===== src/rtl/cp0_pkg.sv =====
// cp0_pkg: shared CP0 exception codes, register addresses, field positions and packing helpers
package cp0_pkg;

    localparam logic [4:0] EXC_NONE = 5'd31;
    localparam logic [4:0] EXC_INT  = 5'd0;
    localparam logic [4:0] EXC_ADEL = 5'd4;
    localparam logic [4:0] EXC_ADES = 5'd5;
    localparam logic [4:0] EXC_RI   = 5'd10;
    localparam logic [4:0] EXC_OV   = 5'd12;

    localparam logic [4:0] CP0_SR    = 5'd12;
    localparam logic [4:0] CP0_CAUSE = 5'd13;
    localparam logic [4:0] CP0_EPC   = 5'd14;
    localparam logic [4:0] CP0_PRID  = 5'd15;

    localparam int IM_HI   = 15;
    localparam int IM_LO   = 10;
    localparam int EXL_BIT = 1;
    localparam int IE_BIT  = 0;
    localparam int BD_BIT  = 31;
    localparam int IP_HI   = 15;
    localparam int IP_LO   = 10;
    localparam int EXC_HI  = 6;
    localparam int EXC_LO  = 2;

    typedef enum logic {
        NORMAL = 1'b0,
        EXCLVL = 1'b1
    } exl_e;

    function automatic logic [31:0] sr_word(input logic [5:0] im, input logic exl, input logic ie);
        logic [31:0] w;
        w = '0;
        w[IM_HI:IM_LO] = im;
        w[EXL_BIT] = exl;
        w[IE_BIT] = ie;
        return w;
    endfunction

    function automatic logic [31:0] cause_word(input logic bd, input logic [5:0] ip, input logic [4:0] exc);
        logic [31:0] w;
        w = '0;
        w[BD_BIT] = bd;
        w[IP_HI:IP_LO] = ip;
        w[EXC_HI:EXC_LO] = exc;
        return w;
    endfunction

endpackage


===== src/rtl/cp0.sv =====
// cp0: MIPS coprocessor 0 holding SR/Cause/EPC/PRId, raising IntReq and serving mfc0/mtc0/eret
module cp0
    import cp0_pkg::*;
#(
    parameter logic [31:0] PRID_VAL = 32'h4C57_2018,
    parameter logic [5:0]  IM_RST   = 6'b000000
) (
    input  logic        clk,
    input  logic        reset,
    input  logic [4:0]  A1,
    input  logic [4:0]  A2,
    input  logic [31:0] DIn,
    input  logic        WE,
    input  logic        EXLClr,
    input  logic [31:0] PC,
    input  logic        BD,
    input  logic [4:0]  ExcCode,
    input  logic [5:0]  HWInt,
    output logic        IntReq,
    output logic [31:0] EPC,
    output logic [31:0] DOut
);

    exl_e        exl_q, exl_d;
    logic [5:0]  im_q, im_d;
    logic        ie_q, ie_d;
    logic        bd_q, bd_d;
    logic [5:0]  ip_q, ip_d;
    logic [4:0]  exc_q, exc_d;
    logic [31:0] epc_q, epc_d;
    logic        int_hit, exc_hit;

    // request terms: everything is masked while at exception level
    always_comb begin
        int_hit = |(HWInt & im_q) & ie_q & (exl_q == NORMAL);
        exc_hit = (ExcCode != EXC_NONE) & (exl_q == NORMAL);
    end

    assign IntReq = int_hit | exc_hit;
    assign EPC    = epc_q;
    assign DOut   = (A1 == CP0_SR)    ? sr_word(im_q, exl_q == EXCLVL, ie_q) :
                    (A1 == CP0_CAUSE) ? cause_word(bd_q, ip_q, exc_q) :
                    (A1 == CP0_EPC)   ? epc_q :
                    (A1 == CP0_PRID)  ? PRID_VAL : '0;

    // next state: exception entry beats mtc0 (that instruction is flushed); eret clears EXL after any SR write
    always_comb begin
        exl_d = exl_q;
        im_d  = im_q;
        ie_d  = ie_q;
        bd_d  = bd_q;
        exc_d = exc_q;
        epc_d = epc_q;
        ip_d  = HWInt;
        if (IntReq) begin
            exl_d = EXCLVL;
            bd_d  = BD;
            exc_d = int_hit ? EXC_INT : ExcCode;
            epc_d = BD ? PC - 32'd4 : PC;
        end else begin
            if (WE && A2 == CP0_SR) begin
                im_d  = DIn[IM_HI:IM_LO];
                ie_d  = DIn[IE_BIT];
                exl_d = exl_e'(DIn[EXL_BIT]);
            end
            if (WE && A2 == CP0_EPC) epc_d = DIn;
            if (EXLClr) exl_d = NORMAL;
        end
    end

    // state registers with synchronous reset
    always_ff @(posedge clk) begin
        if (reset) begin
            exl_q <= NORMAL;
            im_q  <= IM_RST;
            ie_q  <= 1'b0;
            bd_q  <= 1'b0;
            ip_q  <= '0;
            exc_q <= '0;
            epc_q <= '0;
        end else begin
            exl_q <= exl_d;
            im_q  <= im_d;
            ie_q  <= ie_d;
            bd_q  <= bd_d;
            ip_q  <= ip_d;
            exc_q <= exc_d;
            epc_q <= epc_d;
        end
    end

endmodule

===== config.mk =====
export PLATFORM = sky130hd
export DESIGN_NAME = cp0
export DESIGN_NICKNAME = d
export VERILOG_FILES = /design/src/rtl/cp0_pkg.sv /design/src/rtl/cp0.sv
export SDC_FILE = /design/constraint.sdc
export NUM_CORES = 1
export LEC_CHECK = 0
export ABC_AREA = 1
export CORE_MARGIN = 5
export CORE_UTILIZATION = 40
export CTS_BUF_LIST = sky130_fd_sc_hd__clkbuf_8
export DETAILED_ROUTE_END_ITERATION = 8
export PLACE_DENSITY = 0.87
export SKIP_LAST_GASP = 1
export SYNTH_ARGS = -nofsm -noshare
export SYNTH_HDL_FRONTEND = slang
export SYNTH_SLANG_ARGS = --single-unit

===== constraint.sdc =====
create_clock -name clk -period 1.5 [get_ports clk]
set_clock_uncertainty 0.05 [all_clocks]
set_input_delay 0.3 -clock clk [delete_from_list [all_inputs] [get_ports clk]]
set_output_delay 0.3 -clock clk [all_outputs]
set_load 0.005 [all_outputs]

==> results of run 1 <==
==> final timing paths <==
kind / slack [ns] / cells past startpoint / end
max: -0.27 / 10 / DOut[18]
min reg2reg: 0.43 / 2 / EPC[30]
min: 0.27 / 3 / exc_q[4]
max reg2reg: -0.26 / 12 / im_q[4]
==> cell families after synthesis <==
family / Yosys count
AOI/OAI and AO/OA: 114
DFF: 52
and+or+nand+nor: 309
buffers and inverters: 107
muxes: 1
xor gates and xnor gates: 14
adders and majority gates: 1
==> critical path, cell delays in order <==
cell and delay, ns:
buf_6 0.07, nand2_4 0.04, nor2_4 0.11, inv_2 0.07
nor2_4 0.14, buf_6 0.13, clkinvlp_4 0.15, buf_6 0.17
a21oi_2 0.11, buf_2 0.13
==> power by group <==
part | total, mW | internal, mW | switching [mW]
clock | 1.11 | 0.548 | 0.566
combinational | 1.69 | 0.841 | 0.847
sequential | 1.57 | 1.50 | 0.0659
total | 4.37 | 2.89 | 1.48
==> final cells by class <==
class,instances,area share
multi-input combinational,439,0.3873
timing repair buffer,294,0.3809
sequential,52,0.1500
inverter,84,0.04625
tap,108,0.01871
clock buffer,6,0.01143
clock inverter,2,0.005370
==> metal layers <==
metal  global-route usage  vias to the layer above  routed length (um)
met5                    0                        -                   0
met4               0.1434                        0                1154
met3              0.05055                      118                1603
met2               0.5548                      408                9836
met1               0.3384                     2545                6840
li1                     -                     2452                   -
==> sequential cells by signal, summed over array words and instances (netlist names) <==
register,flops
bd_q,1
exc_q,5
exl_q,1
EPC,32
ie_q,1
ip_q,6
im_q,6
==> Yosys cell counts, drive strengths merged <==
| library cell | count | area, um^2 |
|---|---|---|
| mux2i | 1 | 10.01 |
| nand4 | 9 | 56.30 |
| inv | 83 | 311.6 |
| dfxtp | 52 | 1041 |
| nor3 | 6 | 35.03 |
| o21bai | 2 | 15.01 |
| xnor2 | 4 | 35.03 |
| xor2 | 10 | 87.58 |
| nor2 | 107 | 451.7 |
| o31ai | 1 | 7.510 |
| nand3 | 32 | 170.2 |
| ha | 1 | 12.51 |
| or2 | 2 | 12.51 |
| nand3b | 2 | 15.01 |
| a211oi | 3 | 22.52 |
| clkinv | 1 | 5.000 |
| a31oi | 5 | 31.28 |
| o22ai | 3 | 18.77 |
| a21o | 1 | 7.510 |
| clkbuf | 7 | 26.28 |
| nand2 | 151 | 586.8 |
| o21ai | 55 | 275.3 |
| o221ai | 1 | 8.760 |
| buf | 16 | 126.4 |
| a21oi | 43 | 215.2 |
==> metrics by stage <==
stage                     setup TNS [ns]  utilization  cell area, um^2
after global placement            -52.83       0.6654             5803
after CTS                         -7.548       0.7834             6832
after detailed placement          -56.78       0.6654             5803
after global routing              -16.58       0.8283             7223
final                             -12.71       0.8283             7223
after floorplan                        0            -             3593
==> what timing repair did <==
item,in CTS,in global routing
buffers inserted,48,9
resized for setup,394,118
endpoints found under the setup margin,111,87
gates cloned,7,1
hold buffers,0,0
pin swaps,66,43
==> metrics.txt, run 1 <==
# TYPE chip_impl_metric gauge
chip_impl_info{name="run_status",value="finished with violations"} 1
chip_impl_info{name="violations",value="setup timing"} 1
chip_impl_metric{name="fp-row-count",unit=""} 34
chip_impl_metric{name="vias_per_cell",unit=""} 5.607
chip_impl_metric{name="antenna_left",unit=""} 0
chip_impl_info{name="unrepaired_setup_endpoints_after_global_routing",value="true"} 1
chip_impl_metric{name="grt_pass1_wl",unit="um"} 27190
chip_impl_metric{name="clock_latency",unit="ns"} 0.33
chip_impl_metric{name="finalCritPeriodShare",unit=""} 1.183
chip_impl_metric{name="power_per_unit_of_standard_cell_area",unit="nW/um^2"} 604.9
chip_impl_metric{name="layoutNonFillerInstCount",unit=""} 985
chip_impl_metric{name="number_of_antenna_violations_at_the_first_check_in_global_routing",unit=""} 0
chip_impl_metric{name="max_slew.worst_pin.slew",unit="ns"} 0.5969
chip_impl_metric{name="floorplan.io_pins",unit=""} 155
chip_impl_info{name="final_common_cell",value="nand2_1"} 1
chip_impl_metric{name="crit_required",unit="ns"} 1.15
chip_impl_metric{name="ir_worst_vdd",unit="mV"} 0.3954
chip_impl_metric{name="ys_types",unit=""} 35
chip_impl_metric{name="vias_in_the_first_global_route",unit=""} 5583
chip_impl_metric{name="synthCells",unit=""} 598
chip_impl_metric{name="wl_per_cell",unit="um"} 19.73
chip_impl_metric{name="initialDrtViolationCount",unit=""} 445
chip_impl_metric{name="effective_utilization_at_floorplan",unit=""} 0.4110
chip_impl_metric{name="setup_slack",unit="ns"} -0.2746
chip_impl_metric{name="ys_ff_latch",unit=""} 52
chip_impl_info{name="holdCritPathClass",value="input pin to register"} 1
chip_impl_metric{name="placement.io_buffers",unit=""} 154
chip_impl_metric{name="seqCellArea",unit="um^2"} 1084
chip_impl_metric{name="synth_area",unit="um^2"} 3585
chip_impl_metric{name="synth_simple_gate_area_frac",unit=""} 0.3703
chip_impl_metric{name="post_synthesis_net_count",unit=""} 689
chip_impl_metric{name="cts-htree-levels",unit=""} 2
chip_impl_metric{name="synth_compound_area_frac",unit=""} 0.1679
chip_impl_metric{name="final_critical_period",unit="ns"} 1.775
chip_impl_metric{name="synth-adder-area-share",unit=""} 0.003490
chip_impl_metric{name="preCtsSetupSlack",unit="ns"} -1.103
chip_impl_metric{name="vias",unit=""} 5523
chip_impl_metric{name="drtPass1Iterations",unit=""} 5
chip_impl_metric{name="slew_headroom",unit=""} 0.6015
chip_impl_info{name="synth_top_family_by_area",value="simple AND/OR/NAND/NOR gates"} 1
chip_impl_metric{name="yosys-mux-area-fraction",unit=""} 0.002792
chip_impl_metric{name="num-nets-final",unit=""} 967
chip_impl_info{name="timing.hold.worst.start",value="ExcCode[4]"} 1
chip_impl_metric{name="sum_of_net_half_perimeters_after_detailed_placement",unit="um"} 11470
chip_impl_metric{name="finalSetupViolCount",unit=""} 79
chip_impl_metric{name="placeableCoreArea",unit="um^2"} 8721
chip_impl_metric{name="maxCapViolations",unit=""} 0
chip_impl_metric{name="cp_data_arrival_time",unit="ns"} 1.42
chip_impl_metric{name="cts-buffers-inserted",unit=""} 5
chip_impl_info{name="tritoncts_clock_tree",value="yes"} 1
chip_impl_metric{name="clk_path_buf_depth",unit=""} 2
chip_impl_metric{name="nFillCells",unit=""} 506
chip_impl_metric{name="worst_setup_hold_path_clk_slew",unit="ns"} 0.12
chip_impl_metric{name="postSynthAreaPerCell",unit="um^2"} 5.994
chip_impl_info{name="root_buffer",value="clkbuf_8"} 1
chip_impl_metric{name="die_height",unit="um"} 104.7
chip_impl_info{name="mostFrequentLayoutCells",value="112 x nand2_1, 101 x buf_4, 71 x inv_1"} 1
chip_impl_metric{name="groute.usage.overall",unit=""} 0.3027
chip_impl_metric{name="place.gp.congestion",unit=""} 0.9401
chip_impl_metric{name="timing.fmax",unit="MHz"} 563.5
chip_impl_metric{name="post_route_hold_slack",unit="ns"} 0.2741
chip_impl_info{name="crit-reg2reg-launch",value="im_q[5]"} 1
chip_impl_metric{name="die_area",unit="um^2"} 10950
chip_impl_metric{name="die_x",unit="um"} 104.7
chip_impl_info{name="cp-startpoint",value="A1[3]"} 1
chip_impl_metric{name="ys_seq_area_frac",unit=""} 0.2904
chip_impl_metric{name="area_growth",unit="%"} 101.5
chip_impl_metric{name="placed_cells_incl_taps",unit=""} 920
chip_impl_metric{name="numClockSinks",unit=""} 52
chip_impl_metric{name="yosys.area_share.xor_xnor",unit=""} 0.03421
chip_impl_metric{name="report.final.hold_viol_count",unit=""} 0
chip_impl_metric{name="design_power_total",unit="mW"} 4.369
chip_impl_metric{name="multi_input_comb_area",unit="um^2"} 2798
chip_impl_metric{name="maximum_number_of_pins_on_one_net_before_global_route_repair",unit=""} 27
chip_impl_metric{name="grt_overflow_total",unit=""} 0
chip_impl_info{name="critical_path_launch_point_type",value="input pin"} 1
chip_impl_info{name="crit_type",value="input pin to output port"} 1
chip_impl_metric{name="drc",unit=""} 0
chip_impl_metric{name="yosysWarningCount",unit=""} 0
chip_impl_metric{name="routed_wire_length",unit="um"} 19440
chip_impl_metric{name="power.leakage",unit="nW"} 3.553
chip_impl_info{name="critPathCaptureType",value="output port"} 1
chip_impl_metric{name="crit_fanout",unit=""} 5
chip_impl_metric{name="slew_violations",unit=""} 0
chip_impl_metric{name="diodes",unit=""} 0
chip_impl_metric{name="final_layout_size_suffix_gt1_frac",unit=""} 0.4413
(Power assumes the default switching activity.)
==> run 2, diff against run 1 <==
- CORE_UTILIZATION: 40 -> 47
- PLACE_DENSITY: 0.87 -> 0.95
- clock period: 1.5 -> 2.1 ns (I/O delays scaled with it)
==> run 2 against run 1 <==
  * The flow now finishes without violations
  * Critical endpoint is now DOut[31]
  * Routed wire length decreased by 23%
  * Register-to-register slack improved by 0.58 ns
  * Largest power group is now registers
  * Worst hold slack improved by 0.042 ns
==> metrics.txt, run 2 (synthesized netlist as in run 1, its figures left out) <==
# TYPE chip_impl_metric gauge
chip_impl_metric{name="effective_utilization_at_floorplan",unit=""} 0.4890
chip_impl_info{name="critPathCaptureType",value="output port"} 1
chip_impl_metric{name="antenna_left",unit=""} 0
chip_impl_metric{name="grt_pass1_wl",unit="um"} 23500
chip_impl_metric{name="floorplan.io_pins",unit=""} 155
chip_impl_metric{name="report.final.hold_viol_count",unit=""} 0
chip_impl_metric{name="post_cts_hold_buffer_count",unit=""} 0
chip_impl_metric{name="drc",unit=""} 0
chip_impl_metric{name="maxCapViolations",unit=""} 0
chip_impl_metric{name="worstHoldPathCells",unit=""} 3
chip_impl_metric{name="max_slew.worst_pin.slew",unit="ns"} 0.3500
chip_impl_metric{name="internal-power",unit="mW"} 1.748
chip_impl_metric{name="fp-row-count",unit=""} 31
chip_impl_metric{name="finalSetupViolCount",unit=""} 0
chip_impl_metric{name="layoutNonFillerInstCount",unit=""} 884
chip_impl_metric{name="die_height",unit="um"} 97.33
chip_impl_metric{name="timing.fmax",unit="MHz"} 489.0
chip_impl_metric{name="ir_worst_vdd",unit="mV"} 0.3483
chip_impl_metric{name="slew_violations",unit=""} 0
chip_impl_info{name="final_common_cell",value="nand2_1"} 1
chip_impl_metric{name="design_power_total",unit="mW"} 2.552
chip_impl_metric{name="final_layout_size_suffix_gt1_frac",unit=""} 0.1631
chip_impl_metric{name="cts-buffers-inserted",unit=""} 5
chip_impl_metric{name="place.gp.congestion",unit=""} 0.9259
chip_impl_metric{name="crit_fanout",unit=""} 4
chip_impl_metric{name="wl_per_cell",unit="um"} 17.03
chip_impl_metric{name="seq_power_share",unit=""} 0.440
chip_impl_metric{name="vias_per_cell",unit=""} 5.606
chip_impl_metric{name="die_area",unit="um^2"} 9473
chip_impl_metric{name="power.combinational.fraction",unit=""} 0.319
chip_impl_metric{name="power_per_unit_of_standard_cell_area",unit="nW/um^2"} 453.6
chip_impl_metric{name="clk_path_buf_depth",unit=""} 2
chip_impl_info{name="run_status",value="finished, final reports clean"} 1
chip_impl_metric{name="area_growth",unit="%"} 56.93
chip_impl_metric{name="final_critical_period",unit="ns"} 2.045
chip_impl_metric{name="vias",unit=""} 4956
chip_impl_metric{name="number_of_antenna_violations_at_the_first_check_in_global_routing",unit=""} 0
chip_impl_metric{name="num-nets-final",unit=""} 875
chip_impl_metric{name="initialDrtViolationCount",unit=""} 474
chip_impl_metric{name="nFillCells",unit=""} 539
chip_impl_metric{name="routed_wire_length",unit="um"} 15060
chip_impl_metric{name="die_x",unit="um"} 97.33
chip_impl_metric{name="numClockSinks",unit=""} 52
chip_impl_metric{name="clock_latency",unit="ns"} 0.31
chip_impl_metric{name="placed_cells_incl_taps",unit=""} 870
chip_impl_metric{name="vias_in_the_first_global_route",unit=""} 5038
chip_impl_info{name="root_buffer",value="clkbuf_8"} 1
chip_impl_metric{name="largest_reg_flops",unit=""} 32
chip_impl_info{name="unrepaired_setup_endpoints_after_global_routing",value="false"} 1
chip_impl_metric{name="finalCritPeriodShare",unit=""} 0.9739
chip_impl_metric{name="cts-htree-levels",unit=""} 2
chip_impl_metric{name="r2r_cells",unit=""} 11
chip_impl_info{name="mostFrequentLayoutCells",value="142 x nand2_1, 113 x clkdlybuf4s50_1, 92 x nor2_1"} 1
chip_impl_metric{name="groute.usage.overall",unit=""} 0.2988
chip_impl_metric{name="post_route_hold_slack",unit="ns"} 0.3160
chip_impl_metric{name="crit_required",unit="ns"} 1.63
chip_impl_metric{name="sum_of_net_half_perimeters_after_detailed_placement",unit="um"} 11300
chip_impl_metric{name="reg2reg_setup_slack",unit="ns"} 0.32
chip_impl_metric{name="maximum_number_of_pins_on_one_net_before_global_route_repair",unit=""} 26
chip_impl_metric{name="grt_overflow_total",unit=""} 0
chip_impl_metric{name="swShare",unit=""} 0.3148
chip_impl_info{name="critical_path_launch_point_type",value="input pin"} 1
chip_impl_metric{name="power.leakage",unit="nW"} 2.543
chip_impl_metric{name="power_switching",unit="uW"} 803.3
chip_impl_info{name="holdCritPathClass",value="input pin to register"} 1
chip_impl_metric{name="drtPass1Iterations",unit=""} 5
chip_impl_metric{name="diodes",unit=""} 0
chip_impl_metric{name="cp_data_arrival_time",unit="ns"} 1.58
chip_impl_metric{name="placeableCoreArea",unit="um^2"} 7331
chip_impl_info{name="tritoncts_clock_tree",value="yes"} 1
chip_impl_metric{name="slew_headroom",unit=""} 0.7664
chip_impl_metric{name="placement.io_buffers",unit=""} 154
chip_impl_metric{name="power.clock.fraction",unit=""} 0.240
chip_impl_info{name="crit_type",value="input pin to output port"} 1
chip_impl_metric{name="worst_setup_hold_path_clk_slew",unit="ns"} 0.10
run 2: changes by cell type in the layout (fill, tap and decap cells not counted), sizes merged:
cell | before | now
clkinv | 2 | 1
clkbuf | 8 | 12
buf | 170 | 65
clkdlybuf4s50 | 54 | 113
dlymetal6s2s | 9 | 2
inv | 82 | 83
clkinvlp | 1 | 2
clkdlybuf4s15 | 4 | 3
bufbuf | 1 | 0
dlygate4sd2 | 54 | 13
bufinv | 1 | 0
run 2: through the flow:
| step | setup WS (ns) | TNS (ns) | instance area (um^2) | util |
|---|---|---|---|---|
| floorplan | 0.4037 | 0 | 3585 | - |
| global placement | -0.6570 | -20.36 | 5475 | 0.7469 |
| detailed placement | -0.7194 | -24.27 | 5475 | 0.7469 |
| CTS | 0.01393 | 0 | 5613 | 0.7657 |
| global route | 0.007035 | 0 | 5625 | 0.7674 |
| finish | 0.05490 | 0 | 5625 | 0.7674 |
run 2: power groups by stage:
stage          Combinational, mW  Sequential (mW)  Clock [mW]
6_report                   0.814             1.12       0.614
5_1_grt                    0.873             1.13       0.657
4_1_cts                    0.795             1.12       0.612
3_5_place_dp               0.785             1.14           0
3_3_place_gp               0.763             1.14           0
2_1_floorplan              0.317             1.13           0
run 2: path summary, 6_finish.rpt:
| path | end | startpoint |
|---|---|---|
| worst max-delay path | DOut[31] | A1[1] |
| worst min-delay path | ip_q[5] | HWInt[5] |
| worst min register to register | bd_q | bd_q |
| worst max register to register | EPC[15] | im_q[4] |
run 2: final cells by class:
class	instances	area (um^2)	area share
clock buffer	6	82.58	0.01468
clock inverter	2	11.26	0.002002
inverter	84	320.3	0.05694
multi-input combinational	439	2185	0.3883
sequential	52	1041	0.1851
tap	99	123.9	0.02202
timing repair buffer	202	1862	0.3310
run 2: worst max-delay path, cell delays in order:
cell and delay [ns]:
dlygate4sd2_1 0.26, inv_2 0.08, nor2_4 0.12, buf_6 0.13, buf_4 0.13, nand3_1 0.11, o21ai_1 0.10, clkdlybuf4s15_2 0.23
run 2: what timing repair did:
item                       CTS  global route
setup endpoints to repair   33            35
pin swaps                    9             4
buffers inserted             7             0
gates resized for setup    126            22
gates cloned                 0             0
run 2: per-layer routing:
metal | vias up | share of wire | global-route usage
met5 | - | 0 | 0
met4 | 0 | 0.051 | 0.1565
met3 | 89 | 0.10 | 0.07968
met2 | 393 | 0.49 | 0.5292
met1 | 2211 | 0.35 | 0.3247
li1 | 2263 | - | -
